## src/rtl/reg_file16_wr.sv

```systemverilog
// Register file write side: 1-to-16 write decoder, sixteen WIDTH-bit registers and two
// combinational 16:1 read ports with optional same-cycle write forwarding.
module reg_file16_wr #(
   parameter int unsigned WIDTH   = 16,
   parameter bit          R0_ZERO = 1'b1,
   parameter bit          BYPASS  = 1'b1
) (
   input  logic             clk,
   input  logic             rst_n,
   input  logic             wr_en,
   input  logic [3:0]       wr_addr,
   input  logic [WIDTH-1:0] wr_data,
   input  logic [3:0]       rd_addr1,
   input  logic [3:0]       rd_addr2,
   output logic [WIDTH-1:0] rd_data1,
   output logic [WIDTH-1:0] rd_data2,
   output logic [15:0]      wr_onehot
);

   logic [WIDTH-1:0] regs_q [16];
   logic [WIDTH-1:0] regs_d [16];

   logic [3:0]       rd_addr [2];
   logic [WIDTH-1:0] rd_data [2];
   logic [WIDTH-1:0] grp_val [2][4];

   assign rd_addr[0] = rd_addr1;
   assign rd_addr[1] = rd_addr2;
   assign rd_data1   = rd_data[0];
   assign rd_data2   = rd_data[1];

   always_comb begin
      wr_onehot = '0;
      for (int k = 0; k < 16; k++) begin
         wr_onehot[k] = wr_en && (wr_addr == 4'(k));
      end
      if (R0_ZERO) begin
         wr_onehot[0] = 1'b0;
      end
   end

   always_comb begin
      for (int k = 0; k < 16; k++) begin
         regs_d[k] = wr_onehot[k] ? wr_data : regs_q[k];
      end
   end

   always_ff @(posedge clk or negedge rst_n) begin
      if (!rst_n) begin
         for (int k = 0; k < 16; k++) begin
            regs_q[k] <= '0;
         end
      end else begin
         for (int k = 0; k < 16; k++) begin
            regs_q[k] <= regs_d[k];
         end
      end
   end

   // Low address bits pick within each group of four, high bits pick the group.
   // Forwarding is gated by rst_n so reads stay zero while the write is blocked.
   always_comb begin
      for (int p = 0; p < 2; p++) begin
         for (int g = 0; g < 4; g++) begin
            grp_val[p][g] = regs_q[{2'(g), rd_addr[p][1:0]}];
         end
         rd_data[p] = grp_val[p][rd_addr[p][3:2]];
         if (BYPASS && rst_n && wr_en && (wr_addr == rd_addr[p])) begin
            rd_data[p] = wr_data;
         end
         if (R0_ZERO && (rd_addr[p] == 4'd0)) begin
            rd_data[p] = '0;
         end
      end
   end

endmodule

```

## config.mk

```make
export PLATFORM = sky130hd
export DESIGN_NAME = reg_file16_wr
export DESIGN_NICKNAME = d
export VERILOG_FILES = /design/src/rtl/reg_file16_wr.sv
export SDC_FILE = /design/constraint.sdc
export NUM_CORES = 1
export LEC_CHECK = 0
export ABC_CLOCK_PERIOD_IN_PS = 2400
export BUFFER_PORTS_ARGS = -buffer_cell sky130_fd_sc_hd__buf_2
export CORE_MARGIN = 3
export CORE_UTILIZATION = 30
export DETAILED_ROUTE_END_ITERATION = 8
export SLEW_MARGIN = 20
export SYNTH_ARGS = -nofsm -noshare
export SYNTH_HDL_FRONTEND = slang
export SYNTH_SLANG_ARGS = --single-unit
```

## constraint.sdc

```tcl
create_clock -name clk -period 2.4 [get_ports clk]
set_input_delay 0.12 -clock clk [delete_from_list [all_inputs] [get_ports clk]]
set_output_delay 0.12 -clock clk [all_outputs]
set_load 0.05 [all_outputs]
```

==> impl_results.md, run 1 <==
* Status: complete, but fails checks
* Failing checks: negative setup slack
* Largest regs: regs_q x240
* DP Worst Slack at 129 ps
* Worst hold path class: input port to flop
* Seq/Total Area, Yosys at 44.7%
* Die span in y at 218 um
* Seq. cell area at 0.00601 mm^2
* Total number of vias at 9,896
* Dpl cells at 1,729
* Post-DP Area at ~0.015 mm^2
* Crit. End Element: output pin
* Gate power share at 28.9%
* Post-synthesis cell type count at 40
* Fillcell total at 4,166
* CTS tree: built
* Worst Setup SP: regs_q[226]$_DFFE_PN0P_
* PortBufs at 77
* Worst-case reg-to-reg path depth at 2
* Hold path depth at 3
* Clock-pin slew on the worst setup and hold paths at about 70 ps
* Setup TNS at -256 ps
* FP Rows at 76
* Worst slew pin tran at 950 ps
* Synth Register Bits at between 200 and 250
* Max cap viols at 0
* Area occupied by multi-input gates at between 0.007 and 0.008 mm^2
* Residual DRC at 0
* Max IR drop VDD at 541 uV
* Most numerous cell in the Yosys netlist: dfrtp_1
* Top_reg_cell synth: dfrtp_1
* H-tree levels at 1
* Final ANT Viol Nets at 0
* Core area at 0.0436 mm^2
* Clk buf depth at 3
* All-Layer GR Usage at 17.4%
* Reg2reg end: regs_q[145]$_DFFE_PN0P_
* Largest net degree at the start of global routing at roughly 70
* Cell Count, Final, Fillers Out at 1,793
* IO Count at 79
* Hold Path Sink: regs_q[145]$_DFFE_PN0P_
* Final weighted congestion in routability-driven placement at 0.898
* P_int at 0.00929 W
* WL/cell at 23.0 um
* Crit start category: flop
* Clock share of power at between 20 and 30%
* Remaining global-route overflow at 0
* First-pass detailed-route iteration total at 5
* Max Fclk at 410 MHz
* Leakage at 7.10 nW
* Iteration-0 DRC Markers at 993
* Full die area at around 0.047 mm^2
* CP Max Fanout at 3
* Clk_skew at 0 ps
* Via density per instance at between 5 and 6
* HP Start: wr_addr[3]
* Post-synthesis to final-layout area growth at 23.3%
* Top cells by area, synth: dfrtp_1 (45%), mux2_2 (19%), mux4_2 (16%)
* Reg-to-reg slack, setup at 1510 ps
* Vias in the first global route at 10,200
* Final instance area at about 0.017 mm^2
* Sink Count at 240
* Initial Utilization at 30.8%
* Reg power frac at between 40% and 50%
* Yosys top cell by area: dfrtp_1
* Global-route wire length before repair at 63.6 mm
* Psw at ~0.0041 W
* Critical path class: flop to output pin
* R2R Path Start: regs_q[145]$_DFFE_PN0P_
* Power, Total at 0.0134 W
* Root buf cell: clkbuf_16
* TritonCTS Buffers at 25
* Max FFs per register at 240
* Final setup vio count at 12
* Final Hold Fails at 0
* Layout cells sized above 1 at 49.4%
* Detailed placer's ending HPWL at 27.5 mm
* WP data arrival at 2320 ps
* Final period util at 102%
* Syn_area_per_cell at 12.4 um^2
* Worst Setup Slack, final at -37.7 ps
* Most frequent cells after synthesis: dfrtp_1 (240), mux2_2 (222), nand2_1 (199)
* Count of flip-flops with a built-in enable after synthesis at 0
* Post-Syn Nets at ~1,100
* Total Wirelength at 41.3 mm
* Final nets at 1,224
* WP data required at 2280 ps
* Cell area after synthesis at ~0.013 mm^2
* Most flop-heavy register: regs_q
* Antenna diodes at 0
* Asr flop ratio synth at 100%
* Min Tclk post-route at 2440 ps
* Post-synth top area share at 44.7%
* Rel. slew slack at 36.6%
* Number of synthesis warnings at 0
* Pins Over Slew Limit at 0
* Mapped Cells at 1,085
* Worst-skew pair later-pin latency at 530 ps
* Chip width at around 220 um
* Number of antenna violations at the first check in global routing at 1
* Sw Ratio at 30.9%
* Power density over the cells at 812 mW/mm^2
* Unrepaired setup endpoints after global routing: true
==> layout by cell type, fill, tap and decap left out, types with 4 or more instances in the layout <==
master and instances:
a22o_1 15, nor3_2 24, clkbuf_1 5, mux2_2 211
nor3_4 6, clkbuf_16 25, mux2_4 11, a221oi_2 10
clkbuf_8 7, a221oi_1 21, dlygate4sd3_1 17, clkinv_1 4
buf_2 43, dfrtp_1 240, nor2_1 32, xnor2_1 5
a211oi_4 7, buf_12 19, nor2b_1 10, buf_4 75
or3_1 4, a211oi_2 9, nor3_1 17, a221o_1 15
nor2_2 10, nor2b_2 10, buf_6 26, nand2_1 199
mux4_2 93
==> metrics by stage <==
step                      util (%)  hold slack [ps]
after global placement        34.4              285
after CTS                     37.2              165
final                         37.9              191
after floorplan                  -             -176
after detailed placement      34.4              286
after global routing          37.9              190
==> worst max-delay path by stage <==
stage	endpoint	depth (start not counted)
after floorplan	rd_data2[14]	7
after global placement	rd_data2[13]	7
after detailed placement	rd_data2[11]	9
after CTS	rd_data2[8]	6
after global routing	rd_data2[15]	6
final	rd_data2[2]	6
==> logic make-up after synthesis <==
kind of cell	after synthesis	share of synthesized area (%)
xor+xnor	7	0.457
buf+inv	107	4.01
compound gates	83	5.28
simple gates	326	10.5
other cells	1	0.0279
flops	240	44.7
mux	321	35.0
==> power by group through the flow <==
stage / Sequential [W] / Clock [W] / Combinational (W)
final: 0.00566 / 0.00390 / 0.00388
after global routing: 0.00578 / 0.00413 / 0.00415
after CTS: 0.00563 / 0.00396 / 0.00371
after detailed placement: 0.00570 / 0 / 0.00349
after global placement: 0.00565 / 0 / 0.00344
after floorplan: 0.00545 / 0 / 0.00267
==> what timing repair did <==
action | in CTS | in global routing
setup endpoints to repair | 30 | 32
resized for setup | 71 | 66
pin swaps | 6 | 21
endpoints found under the hold margin | 103 | 0
hold buffers | 17 | 0
buffers inserted | 2 | 3
==> worst max-delay path, stage by stage (launching register included) <==
cell	delay, ps
dfrtp_1	400
mux2_2	260
a221oi_1	300
nor3_1	100
a221o_1	310
a22o_1	200
buf_2	210
==> final cells by class <==
type | count | area share (%)
sequential | 240 | 36.3
timing repair buffer | 181 | 9.88
clock inverter | 5 | 0.340
multi-input combinational | 738 | 44.4
tap | 585 | 4.42
clock buffer | 37 | 4.47
inverter | 7 | 0.159
==> per-layer routing <==
| layer | up-vias | share of wire (%) | GRT usage [%] |
|---|---|---|---|
| met1 | 5210 | 44 | 25.2 |
| met2 | 386 | 45 | 26.2 |
| met4 | 0 | 2.6 | 5.00 |
| li1 | 4229 | - | - |
| met5 | - | 0 | 0 |
| met3 | 71 | 8.2 | 3.85 |
(Power assumes the default switching activity.)
==> inputs of run 2 (changes only) <==
BUFFER_PORTS_ARGS = unset   (was -buffer_cell sky130_fd_sc_hd__buf_2)
DONT_BUFFER_PORTS = 1   (was unset)
==> run 2 against run 1 <==
Net effect: the flow finishes with violations (negative hold slack, negative setup slack); hold slack got worse by 920 ps; fmax decreased by 0.15%; cell count shrank 3.4%; register-to-register slack about the same; via count fell by 1.8%; first-iteration DRC count fell by 12%; sequential share of layout area grew 0.51 points; clock power grew 16%; final area decreased by 1.4%; clock-buffer cell count did not move; largest power group unchanged.
==> impl_results.md, run 2 (synthesis results as in run 1) <==
* Status: complete, but fails checks
* Failing checks: negative hold slack, negative setup slack
* Dpl cells at 1,648 (-4.7%)
* Chip width at 218 um (unchanged)
* Largest net degree at the start of global routing at 242 (+240%)
* H-tree levels at 1 (unchanged)
* Final weighted congestion in routability-driven placement at 0.814 (-9.3%)
* Final period util at 102% (+0.15 points)
* Largest regs: regs_q x240
* Root buf cell: clkbuf_16
* Number of antenna violations at the first check in global routing at 0 (-1)
* Rel. slew slack at 37.2% (+0.60 points)
* Worst Setup Slack, final at -41.4 ps (-3.71 ps)
* Crit. End Element: output pin
* Critical path class: flop to output pin
* Commonest non-fill, non-tap cell in the layout: dfrtp_1
* Initial Utilization at 30.8% (unchanged)
* Worst-skew pair later-pin latency at 540 ps (about the same)
* Antenna diodes at 0 (unchanged)
* CP Depth at 6 (unchanged)
* Max FFs per register at 240 (unchanged)
* Final Hold Fails at 240 (+240)
* IO Count at 79 (unchanged)
* Remaining global-route overflow at 0 (unchanged)
* Power density over the cells at 846 mW/mm^2 (+4.2%)
* Detailed placer's ending HPWL at 24.4 mm (-11%)
* Cell Count, Final, Fillers Out at 1,732 (-3.4%)
* Total Wirelength at 41.5 mm (+0.49%)
* Max Fclk at 410 MHz (-0.15%)
* Min Tclk post-route at 2440 ps (+3.71 ps)
* CTS tree: built
* Sink Count at 240 (unchanged)
* Unrepaired setup endpoints after global routing: true
* Via density per instance at 5.61 (+1.7%)
* R2R Path Start: regs_q[161]$_DFFE_PN0P_
* Crit start category: flop
* Hold Buf Count CTS at 18 (+1)
* First-pass detailed-route iteration total at 5 (unchanged)
* Worst hold path class: input port to asynchronous set/reset pin
* Total number of vias at 9,719 (-1.8%)
* Iteration-0 DRC Markers at 869 (-12%)
* Buf+Inv Stages, Crit Path at 1 (unchanged)
* Vias in the first global route at 10,100 (-1.1%)
* Worst hold margin at -727 ps (-918 ps)
* All-Layer GR Usage at 17.5% (+0.14 points)
* Max incr delay on CP at 510 ps (+110 ps)
* Reg2reg end: regs_q[161]$_DFFE_PN0P_
* Fillcell total at 4,158 (-0.19%)
* Clk buf depth at 3 (unchanged)
* Worst-case reg-to-reg path depth at 2 (unchanged)
* Worst slew pin tran at 941 ps (-9.03 ps)
* TritonCTS Buffers at 26 (+4.0%)
* Commonest cells after routing, fill and taps aside: dfrtp_1 (240), mux2_2 (214), nand2_1 (199)
* Final nets at 1,158 (-5.4%)
* Final instance area at 0.0163 mm^2 (-1.4%)
* Layout cells sized above 1 at 47.3% (-2.1 points)
* Final ANT Viol Nets at 0 (unchanged)
* CP Max Fanout at 3 (unchanged)
* Leakage at 6.86 nW (-3.5%)
* Worst-path cell chain: mux4_2 -> nor2b_4 -> nor3_4 -> a221o_1 -> a22o_1 -> buf_12
* Max cap viols at 0 (unchanged)
* WP data arrival at 2320 ps (about the same)
* Most flop-heavy register: regs_q
* Die span in y at 218 um (unchanged)
* CP delay by family, top: multiplexers
* Residual DRC at 0 (unchanged)
* Core area at 0.0436 mm^2 (unchanged)
* WL/cell at 24.0 um (+4.0%)
* WP data required at 2280 ps (about the same)
* Full die area at 0.0473 mm^2 (unchanged)
* Final setup vio count at 9 (-3)
* PortBufs at 0 (-100%)
* Clk_skew at 0 ps (unchanged)
* Global-route wire length before repair at 63.9 mm (+0.52%)
* Reg-to-reg slack, setup at 1500 ps (about the same)
* Clock-pin slew on the worst setup and hold paths at 60 ps (about the same)
* Post-synthesis to final-layout area growth at 21.6%
* Post-DP Area at 0.0146 mm^2 (-2.5%)
* Pins Over Slew Limit at 0 (unchanged)
* CP max stage cell: mux4_2
* FP Rows at 76 (unchanged)
* Max IR drop VDD at 527 uV (-2.6%)
run 2: changes by cell type in the layout (fill, tap and decap cells not counted), moves of 3 or more:
cell,previous run,this run
buf_4,75,69
mux2_4,11,8
nor2_4,0,8
bufinv_16,1,5
nor2_2,10,3
buf_6,26,7
mux2_2,211,214
buf_2,43,0
run 2: what timing repair did:
action	CTS	global route
gates resized for setup	35	51
hold endpoints to repair	480	240
setup endpoints to repair	27	31
pin swaps	11	30
buffers inserted	12	6
run 2: cell type report:
cell class / instances / area [um^2] / share of cell area (%)
well taps: 585 / 732 / 4.48
inverters: 7 / 26.3 / 0.161
repair buffers: 114 / 1180 / 7.21
flip-flops and latches: 240 / 6010 / 36.8
multi-input cells: 738 / 7420 / 45.4
clock inverters: 11 / 185 / 1.13
clock buffers: 37 / 783 / 4.80
run 2: through the flow:
| step | total power [W] | setup slack, ps | setup TNS [ps] | util (%) |
|---|---|---|---|---|
| final | 0.0138 | -41.4 | -203 | 37.4 |
| after global routing | 0.0144 | -111 | -1210 | 37.4 |
| after CTS | 0.0137 | -97.8 | -487 | 36.8 |
| after detailed placement | 0.00894 | 468 | 0 | 33.5 |
| after global placement | 0.00882 | 491 | 0 | 33.5 |
| after floorplan | 0.00812 | 34.8 | 0 | - |
run 2: layer usage:
| layer | up-vias | part of all wire [%] | global-route usage [%] |
|---|---|---|---|
| li1 | 4093 | - | - |
| met4 | 0 | 3.3 | 5.52 |
| met5 | - | 0 | 0 |
| met1 | 5142 | 43 | 24.5 |
| met2 | 400 | 45 | 26.8 |
| met3 | 84 | 8.2 | 4.56 |
run 2: report_power, final:
| group | internal [W] | total (W) | switching [W] |
|---|---|---|---|
| registers | 0.00496 | 0.00564 | 0.000679 |
| clock network | 0.00280 | 0.00451 | 0.00171 |
| logic | 0.00215 | 0.00365 | 0.00150 |
run 2: worst max-delay path by stage:
| stage | from | end |
|---|---|---|
| final | regs_q[130]$_DFFE_PN0P_ | rd_data2[2] |
| after global routing | regs_q[130]$_DFFE_PN0P_ | rd_data2[2] |
| after floorplan | rd_addr2[1] | rd_data2[14] |
| after detailed placement | regs_q[105]$_DFFE_PN0P_ | rd_data1[9] |
| after CTS | regs_q[175]$_DFFE_PN0P_ | rd_data2[15] |
| after global placement | regs_q[19]$_DFFE_PN0P_ | rd_data1[3] |
